<file path="src/rtl/kamacore_mem_arbiter_if.sv">
// Bus bundle for the two-requester memory arbiter.
// Covers the instruction-fetch port, the load/store port, the shared
// single-port memory and the busy flag. The arbiter uses the slave view.
// The requesters and the memory model use the master view.
interface kamacore_mem_arbiter_if #(
  parameter int CPU_WIDTH = 32
);
  logic                 if_req;
  logic [CPU_WIDTH-1:0] if_addr;
  logic [CPU_WIDTH-1:0] if_rdata;
  logic                 if_ack;

  logic                 ls_req;
  logic                 ls_we;
  logic [CPU_WIDTH-1:0] ls_addr;
  logic [CPU_WIDTH-1:0] ls_wdata;
  logic [CPU_WIDTH-1:0] ls_rdata;
  logic                 ls_ack;

  logic [CPU_WIDTH-1:0] mem_a;
  logic                 mem_we;
  logic [CPU_WIDTH-1:0] mem_di;
  logic [CPU_WIDTH-1:0] mem_spo;

  logic                 busy;

  modport slave (
    input  if_req, if_addr, ls_req, ls_we, ls_addr, ls_wdata, mem_spo,
    output if_rdata, if_ack, ls_rdata, ls_ack, mem_a, mem_we, mem_di, busy
  );

  modport master (
    output if_req, if_addr, ls_req, ls_we, ls_addr, ls_wdata, mem_spo,
    input  if_rdata, if_ack, ls_rdata, ls_ack, mem_a, mem_we, mem_di, busy
  );
endinterface

</file>
<file path="src/rtl/kamacore_mem_arbiter.sv">
// Arbiter that shares one single-port memory between instruction fetch
// and load/store. Each grant runs through IDLE -> ACCESS (LATENCY cycles)
// -> DONE. The memory address and data come from the values latched at
// grant, so requester inputs may change freely once a grant is made.
// When both sides request together, the one that did not win last time
// gets the grant.
module kamacore_mem_arbiter #(
  parameter int CPU_WIDTH = 32,
  parameter int LATENCY   = 1
) (
  input logic                   clk,
  input logic                   rst,
  kamacore_mem_arbiter_if.slave bus
);

  typedef enum logic [1:0] {
    IDLE   = 2'd0,
    ACCESS = 2'd1,
    DONE   = 2'd2
  } state_t;

  localparam logic [3:0] LAST_CNT = 4'(LATENCY - 1);
  localparam logic       GNT_IF   = 1'b0;
  localparam logic       GNT_LS   = 1'b1;

  state_t               state;
  logic [3:0]           cnt;
  logic                 last_grant;
  logic                 win;
  logic                 we_q;
  logic [CPU_WIDTH-1:0] addr_q;
  logic [CPU_WIDTH-1:0] wdata_q;
  logic [CPU_WIDTH-1:0] if_rdata_q;
  logic [CPU_WIDTH-1:0] ls_rdata_q;
  logic                 if_ack_q;
  logic                 ls_ack_q;
  logic                 pick_ls;
  logic                 final_cyc;

  // Grant selection: a lone requester wins; on a tie, the requester that did not win last time wins.
  always_comb begin
    pick_ls = bus.ls_req && (!bus.if_req || (last_grant == GNT_IF));
  end

  assign final_cyc = (state == ACCESS) && (cnt == LAST_CNT);

  // Request FSM: latch on grant, count access cycles, capture read data, pulse ack.
  always_ff @(posedge clk) begin
    if (!rst) begin
      state      <= IDLE;
      cnt        <= 4'd0;
      last_grant <= GNT_IF;
      win        <= GNT_IF;
      we_q       <= 1'b0;
      addr_q     <= '0;
      wdata_q    <= '0;
      if_rdata_q <= '0;
      ls_rdata_q <= '0;
      if_ack_q   <= 1'b0;
      ls_ack_q   <= 1'b0;
    end else begin
      if_ack_q <= 1'b0;
      ls_ack_q <= 1'b0;
      case (state)
        IDLE: begin
          if (bus.if_req || bus.ls_req) begin
            state      <= ACCESS;
            cnt        <= 4'd0;
            win        <= pick_ls;
            last_grant <= pick_ls;
            if (pick_ls) begin
              addr_q  <= bus.ls_addr;
              we_q    <= bus.ls_we;
              wdata_q <= bus.ls_wdata;
            end else begin
              addr_q <= bus.if_addr;
              we_q   <= 1'b0;
            end
          end
        end
        ACCESS: begin
          if (cnt == LAST_CNT) begin
            state    <= DONE;
            if_ack_q <= (win == GNT_IF);
            ls_ack_q <= (win == GNT_LS);
            if (win == GNT_IF) begin
              if_rdata_q <= bus.mem_spo;
            end else if (!we_q) begin
              ls_rdata_q <= bus.mem_spo;
            end
          end else begin
            cnt <= cnt + 4'd1;
          end
        end
        DONE: begin
          state <= IDLE;
        end
        default: begin
          state <= IDLE;
        end
      endcase
    end
  end

  // Strobes are also gated by rst, so a reset asserted mid-access suppresses them in that same cycle.
  assign bus.mem_we   = final_cyc && (win == GNT_LS) && we_q && rst;
  assign bus.if_ack   = if_ack_q && rst;
  assign bus.ls_ack   = ls_ack_q && rst;
  assign bus.mem_a    = addr_q;
  assign bus.mem_di   = wdata_q;
  assign bus.if_rdata = if_rdata_q;
  assign bus.ls_rdata = ls_rdata_q;
  assign bus.busy     = (state != IDLE);

endmodule
</file>
<file path="src/flat_wrapper.sv">
// flat-port wrapper written by rule: the top's interface ports become plain ports
module kamacore_mem_arbiter_flat 
#(
  parameter int CPU_WIDTH = 32,
  parameter int LATENCY   = 1
)
  (clk, rst, bus_if_req, bus_if_addr, bus_ls_req, bus_ls_we, bus_ls_addr, bus_ls_wdata, bus_mem_spo, bus_if_rdata, bus_if_ack, bus_ls_rdata, bus_ls_ack, bus_mem_a, bus_mem_we, bus_mem_di, bus_busy);
  kamacore_mem_arbiter_if #(.CPU_WIDTH(CPU_WIDTH)) bus_i ();
  input logic clk;
  input logic rst;
  input wire logic [$bits(bus_i.if_req)-1:0] bus_if_req;
  input wire logic [$bits(bus_i.if_addr)-1:0] bus_if_addr;
  input wire logic [$bits(bus_i.ls_req)-1:0] bus_ls_req;
  input wire logic [$bits(bus_i.ls_we)-1:0] bus_ls_we;
  input wire logic [$bits(bus_i.ls_addr)-1:0] bus_ls_addr;
  input wire logic [$bits(bus_i.ls_wdata)-1:0] bus_ls_wdata;
  input wire logic [$bits(bus_i.mem_spo)-1:0] bus_mem_spo;
  output wire logic [$bits(bus_i.if_rdata)-1:0] bus_if_rdata;
  output wire logic [$bits(bus_i.if_ack)-1:0] bus_if_ack;
  output wire logic [$bits(bus_i.ls_rdata)-1:0] bus_ls_rdata;
  output wire logic [$bits(bus_i.ls_ack)-1:0] bus_ls_ack;
  output wire logic [$bits(bus_i.mem_a)-1:0] bus_mem_a;
  output wire logic [$bits(bus_i.mem_we)-1:0] bus_mem_we;
  output wire logic [$bits(bus_i.mem_di)-1:0] bus_mem_di;
  output wire logic [$bits(bus_i.busy)-1:0] bus_busy;
  assign bus_i.if_req = bus_if_req;
  assign bus_i.if_addr = bus_if_addr;
  assign bus_i.ls_req = bus_ls_req;
  assign bus_i.ls_we = bus_ls_we;
  assign bus_i.ls_addr = bus_ls_addr;
  assign bus_i.ls_wdata = bus_ls_wdata;
  assign bus_i.mem_spo = bus_mem_spo;
  assign bus_if_rdata = bus_i.if_rdata;
  assign bus_if_ack = bus_i.if_ack;
  assign bus_ls_rdata = bus_i.ls_rdata;
  assign bus_ls_ack = bus_i.ls_ack;
  assign bus_mem_a = bus_i.mem_a;
  assign bus_mem_we = bus_i.mem_we;
  assign bus_mem_di = bus_i.mem_di;
  assign bus_busy = bus_i.busy;
  kamacore_mem_arbiter #(.CPU_WIDTH(CPU_WIDTH), .LATENCY(LATENCY)) u_core (.clk(clk), .rst(rst), .bus(bus_i));
endmodule
</file>
<file path="config.mk">
export PLATFORM = sky130hd
export DESIGN_NAME = kamacore_mem_arbiter_flat
export DESIGN_NICKNAME = d
export VERILOG_FILES = /design/src/rtl/kamacore_mem_arbiter_if.sv /design/src/rtl/kamacore_mem_arbiter.sv /design/src/flat_wrapper.sv
export SDC_FILE = /design/constraint.sdc
export NUM_CORES = 1
export LEC_CHECK = 0
export ABC_AREA = 0
export CAP_MARGIN = 20
export CORE_MARGIN = 4
export CORE_UTILIZATION = 30
export CTS_CLUSTER_DIAMETER = 150
export CTS_CLUSTER_SIZE = 20
export DETAILED_ROUTE_END_ITERATION = 6
export SYNTH_ARGS = -nofsm -noshare
export SYNTH_HDL_FRONTEND = slang
export SYNTH_SLANG_ARGS = --single-unit
</file>
<file path="constraint.sdc">
create_clock -name clk -period 2.48 [get_ports clk]
set_input_delay 0.496 -clock clk [delete_from_list [all_inputs] [get_ports clk]]
set_output_delay 0.496 -clock clk [all_outputs]
set_load 0.01 [all_outputs]
</file>
# After elaboration in Yosys (flattened, before gate mapping)
# Cells that the tools add are included.
# Widths: inputs -> output; s select.
# totals
reg_bits,138
output_inout_bits,132
wordCells,46
# op_classes
addsub,1
n_eq_ne,4
muxes,8
n_bitwise,2
n_reduce_logical,21
# ops
operator,n
$mux 32,1
$reduce_and 3->1,4
$mux 4,2
$pmux 4 s2,1
$logic_and 1x1->1,7
$add 4x1->4 const B,1
$logic_not 4->1,1
$mux 2,2
$ne 2x2->1 const B,2
$pmux 2 s2,1
$reduce_and 2->1,2
$reduce_and 4->1,1
$reduce_bool 2->1,2
$eq 2x1->1 const B,1
$logic_not 2->1,1
$logic_or 1x1->1,2
$ne 2x1->1 const B,1
$not 1->1,2
$logic_not 1->1,1
$mux 1,1

# Longest topological paths before layout
# Gate-level depths: netlist (run 1).
# logic_depth
word_depth,5
ltp_mapped,8
mapped_depth_nobuf,5

# Least setup slack after synthesis (run 1)
# OpenSTA, ideal clock, no wires.
# synth_timing
path_type,reg2out
start,reg u_core.cnt[0]
end,out bus_mem_we
t_arrival_ps,1417
required_time_ps,1984
setup_slack_ps,567
stages_incl_launch_ff,7
path_buffers,1
path_cell_list,dfxtp_1 > inv_1 > ha_1 > or3b_1 > buf_2 > nor3_1 > and3_1
# synth_via
elab_chain_cells,5
# synth_lines
element,line,source
from (decl),kamacore_mem_arbiter.sv:27,logic [3:0] cnt;
from (signal assigned),kamacore_mem_arbiter.sv:92,cnt <= cnt + 4'd1;
$logic_not 4->1,kamacore_mem_arbiter.sv:45,assign final_cyc = (state == ACCESS) && (cnt == LAST_CNT);
$logic_and 1x1->1,kamacore_mem_arbiter.sv:45,
$logic_and 1x1->1 (3 in a row),kamacore_mem_arbiter.sv:106,assign bus.mem_we = final_cyc && (win == GNT_LS) && we_q && rst;
to (decl),flat_wrapper.sv:23,output wire logic [$bits(bus_i.mem_we)-1:0] bus_mem_we;
# No other way between the ends.

# Worst setup path after layout (run 1)
# Ends and elaborated chain as after synthesis.

==> impl_metrics.ini, run 1 <==
[yosys]
yosysTopAreaCell = dfxtp_1
ys_warn_count = 0
async_flop_share_pct = 0
yosysTopAreaCellShare_pct = 50.22
syn_area_um2 = 5502
synthTopCellsByCount = 163 x nand2_1, 138 x dfxtp_1, 70 x a21oi_1
synth-edff-count = 0
synthFlopType = dfxtp_1
synth-seq-area-share_pct = 50.22
synth_fp_nets = 764
yosys-top-cells-area = dfxtp_1 50%, mux2i_1 12%, nand2_1 11%
yosys.cell_count.top_type = nand2_1
synth_seq_cells = 138
syn_avg_cell_area_um2 = 8.746
syn_inst = 629
yosysUniqueCellTypes = 33

[pwr]
totalPowerFinal_uw = 6189
p_leak_uw = 0.003627
power_per_cell_area_nw_per_um2 = 693.4
max-vdd-ir-drop_uv = 622.1

[die]
ioPinCount = 265
die_h_um = 143.4
core_region_area_um2 = 18020
dieArea_um2 = 20570
rows = 49
start_util_pct = 30.52
die_w_um = 143.4

[timing]
tightest_slew_ps = 949.7
finalHoldViolations = 0
finClkSkew_ps = 6.574
relSlewSlack_pct = 36.68
slew_viol_final = 0
fin_ws_ps = 80.97
fmax_ghz = 0.4168
finalCritPeriodShare_pct = 96.74
fin_crit_ps = 2399
finalSetupViolCount = 0
hold_slack_ps = 401.7

[setup_path]
critical_path_arrival_ps = 1900
path_class = reg2out
endpoint_kind = primary output
crit_fanout = 3
worstPathRequired_ps = 1980
r2r_slack_ps = 360
worstSetupStartpointType = flip-flop

[routing]
wire_per_inst_um = 16.59
drc = 0
dr.pass1.iters = 4
ant_nets = 0
vias_per_cell = 4.830
num_vias = 5361
drtIter0Drc = 258
wl_um = 18420

[final_layout]
finalNonFillerCells = 1110
n_antenna_cell = 0
final_util_pct = 49.52
drive_gt1_share_pct = 6.356
area_delta_synth_final_pct = 62.25
fill_cells = 1746
num-nets-final = 1005

[global_route]
grt_usage_pct = 17.26
grt_first_pass_wirelength_um = 28260
antenna_found_initial = 0
first_global_vias = 5193
grt_max_degree = 99
grt-ovfl-total = 0

[placement]
dp.cells = 1080
dp_slack_ps = -18.87
gp_congestion = 0.7729
hpwl_um = 12380
portBuffers = 264

[cts]
cts_tree = yes
clock-root-buffer = clkbuf_16
h-tree-depth = 4
path_clk_slew_ps = 60
cts_hold_buffers = 0
numClockSinks = 138
insertion_delay_ps = 410
post_cts_buffers = 0
cts_buffer_depth = 2
numCtsBuffers = 17

[worst_hold_path]
min_path_type = in2reg

[outcome]
status = complete, no violations

[flow_run]
maxCapViolCount = 0
[final timing paths]
kind	to	depth (start not counted)	from
worst min-delay path	u_core.state[1]	3	rst
worst max-delay path	bus_mem_we	6	u_core.cnt[0]
worst min register to register	u_core.bus.ls_rdata[27]	2	u_core.bus.ls_rdata[27]
worst max register to register	u_core.bus.if_rdata[29]	7	u_core.cnt[0]
[stage by stage]
step	instance area (um2)	TNS (ps)
3_3_place_gp	8325	0
5_1_grt	8926	-8.336
3_5_place_dp	8325	-18.87
6_report	8926	0
4_1_cts	8917	0
2_1_floorplan	5502	0
[layout make-up]
class / instances / area, um2 / share of cell area, %
inverter: 4 / 15.01 / 0.1682
sequential: 138 / 2763 / 30.95
multi-input combinational: 429 / 2480 / 27.78
timing repair buffer: 280 / 2790 / 31.26
clock buffer: 19 / 442.9 / 4.962
clock inverter: 11 / 148.9 / 1.668
tap: 229 / 286.5 / 3.210
[cells in the final DEF (no fill, tap or decap), drive strengths merged]
master and n:
a21bo 1, a21boi 1, a21oi 70, a311oi 32
and2 3, and3 1, buf 18, bufinv 3
clkbuf 19, clkdlybuf4s50 262, clkinv 5, clkinvlp 3
dfxtp 138, ha 2, inv 4, mux2i 64
nand2 163, nand2b 1, nand3 36, nand4 2
nand4b 2, nor2 4, nor2b 2, nor3 2
nor3b 1, o211ai 1, o21ai 34, o221ai 2
o31ai 1, or2 1, or3 1, or3b 1
or4 1
[timing repair]
item | 4_1_cts | 5_1_grt
pin swaps | 1 | 1
resized for setup | 5 | 2
endpoints found under the setup margin | 1 | 1
[state kept, by name, summed over array words and instances, names as in the netlist]
signal,flops
u_core.bus.mem_a,32
u_core.cnt,4
u_core.if_ack_q,1
u_core.we_q,1
u_core.bus.mem_di,32
u_core.state,2
u_core.ls_ack_q,1
u_core.bus.ls_rdata,32
u_core.win,1
u_core.bus.if_rdata,32
[report_power, final]
part	internal (uW)	total (uW)	switching, uW
clock	1600	2580	978
sequential	2380	2460	85.3
combinational	617	1150	534
total	4590	6190	1600
[routing by layer]
metal / share of wire [%] / routed length [um] / vias to the layer above / global-route usage (%)
met5: 0 / 0 / - / 0
met2: 46 / 8392 / 208 / 27.22
met4: 2.2 / 398 / 0 / 6.145
met3: 11 / 1945 / 29 / 7.554
met1: 42 / 7678 / 2460 / 21.01
li1: - / - / 2664 / -
[worst max-delay path, stage by stage (launching register included)]
cell	delay [ps]
dfxtp_1	310
inv_1	70
ha_1	160
or3b_4	400
nor3_4	210
and3_1	190
buf_2	150
[logic make-up after synthesis]
kind of cell | Yosys count | share of synthesized area (%)
flip-flops | 138 | 50.22
AO/OA/AOI/OAI | 142 | 15.47
multiplexers | 64 | 11.64
AND/OR/NAND/NOR | 221 | 16.85
adder cells (fa/ha/maj) | 2 | 0.4548
buffers and inverters | 62 | 5.367
Power figures use the tool's default switching activity.
==> run 2: changes to the inputs <==
CTS_CLUSTER_SIZE = not set   (was 20)
PLACE_DENSITY = 0.64   (was not set)
==> impl_metrics.ini, run 2 (synthesized netlist as in run 1, its figures left out) <==
[timing]
rsz0062_at_grt = no
fin_crit_ps = 2350
slew_viol_final = 0
relSlewSlack_pct = 45.16
fin_ws_ps = 130.1
finalCritPeriodShare_pct = 94.76
finClkSkew_ps = 11.66
hold_slack_ps = 456.5
finalHoldViolations = 0
finalSetupTns_ps = 0
tightest_slew_ps = 822.5
fmax_ghz = 0.4255
finalSetupViolCount = 0

[routing]
drc = 0
dr.pass1.iters = 4
wl_um = 17700
wire_per_inst_um = 15.92
drtIter0Drc = 184
ant_nets = 0
vias_per_cell = 4.790
num_vias = 5326

[cts]
path_clk_slew_ps = 60
post_cts_buffers = 0
numCtsBuffers = 17
cts_hold_buffers = 0
insertion_delay_ps = 420
h-tree-depth = 4
numClockSinks = 138
cts_buffer_depth = 2
clock-root-buffer = clkbuf_16
cts_tree = yes

[setup_path]
worstSetupStartpointType = flip-flop
r2r-end = u_core.bus.if_rdata[3]
endpoint_kind = primary output
critical_path_arrival_ps = 1850
worstPathRequired_ps = 1980
rr_worst_depth = 7
crit_fanout = 2
r2r_slack_ps = 420
rr_startpoint = u_core.cnt[0]
path_class = reg2out

[final_layout]
final_cell_mix = 262 x clkdlybuf4s50_1, 163 x nand2_1, 138 x dfxtp_1
layout_commonest_cell = clkdlybuf4s50_1
n_antenna_cell = 0
finalNonFillerCells = 1112
drive_gt1_share_pct = 6.682
num-nets-final = 1005
area_delta_synth_final_pct = 62.52

[pwr]
power_per_cell_area_nw_per_um2 = 687.5
p_leak_uw = 0.003638
max-vdd-ir-drop_uv = 486.7

[global_route]
grt_max_degree = 83
grt_usage_pct = 16.78
first_global_vias = 5252
antenna_found_initial = 0
grt_first_pass_wirelength_um = 27520
grt-ovfl-total = 0

[die]
rows = 49
die_w_um = 143.4
die_h_um = 143.4
ioPinCount = 265
start_util_pct = 30.52
core_region_area_um2 = 18020
dieArea_um2 = 20570

[placement]
portBuffers = 264
dp.cells = 1080
gp_congestion = 0.7734
hpwl_um = 11940
dp_slack_ps = 98.54

[worst_hold_path]
min_path_type = reg2reg
whs_path_depth = 2
hp-start = u_core.bus.if_rdata[13]
hold-path-endpoint = u_core.bus.if_rdata[13]

[flow_run]
maxCapViolCount = 0

[outcome]
status = complete, no violations
## run 2: worst max-delay path by stage
stage / start / to / slack (ps) / depth (start not counted)
after floorplan: u_core.cnt[0] / bus_mem_we / 570 / 6
after global placement: u_core.cnt[0] / bus_mem_we / 70 / 6
after detailed placement: u_core.cnt[0] / bus_mem_we / 100 / 6
after CTS: u_core.cnt[0] / bus_mem_we / 20 / 6
after global routing: u_core.cnt[0] / bus_mem_we / 5 / 6
final: u_core.cnt[0] / bus_mem_we / 130 / 6
## run 2: power breakdown
group | switching (uW) | internal (uW)
registers | 80.2 | 2380
clock network | 991 | 1540
logic | 537 | 619
## run 2: stage by stage
stage,utilization (%),instance area [um2],power [uW]
after floorplan,-,5502,3016
after CTS,49.59,8939,6229
final,49.60,8941,6147
after global placement,46.26,8338,3667
after global routing,49.60,8941,6430
after detailed placement,46.26,8338,3669
## run 2: layer usage
metal	GRT usage, %	wire length (um)
met1	19.45	7558
met2	27.59	7981
met3	7.854	1896
met4	5.352	264
met5	0	0
## run 2: timing repair
item,4_1_cts,5_1_grt
endpoints found under the hold margin,0,0
gates resized for setup,4,3
setup endpoints to repair,1,1
pin swaps,0,1
gates cloned,0,0
## run 2: cell type report
cell class                      instances  area [um2]
Clock buffer                           19       452.9
Clock inverter                         13       141.4
Fill cell                            1723        9084
Inverter                                4       15.01
Multi-Input combinational cell        429        2480
Sequential cell                       138        2763
Tap cell                              229       286.5
Timing Repair Buffer                  280        2803
## run 2: worst max-delay path: stages (launching register included)
cell and delay (ps):
dfxtp_1 310, inv_1 70, ha_1 150, or3b_4 390, nor3_4 210, and3_1 180, buf_2 150
==> run 3: changes to the inputs <==
SLEW_MARGIN = 15   (was not set)
==> results of run 3 <==
The final DEF is identical to that of run 2; final timing and power are the same.
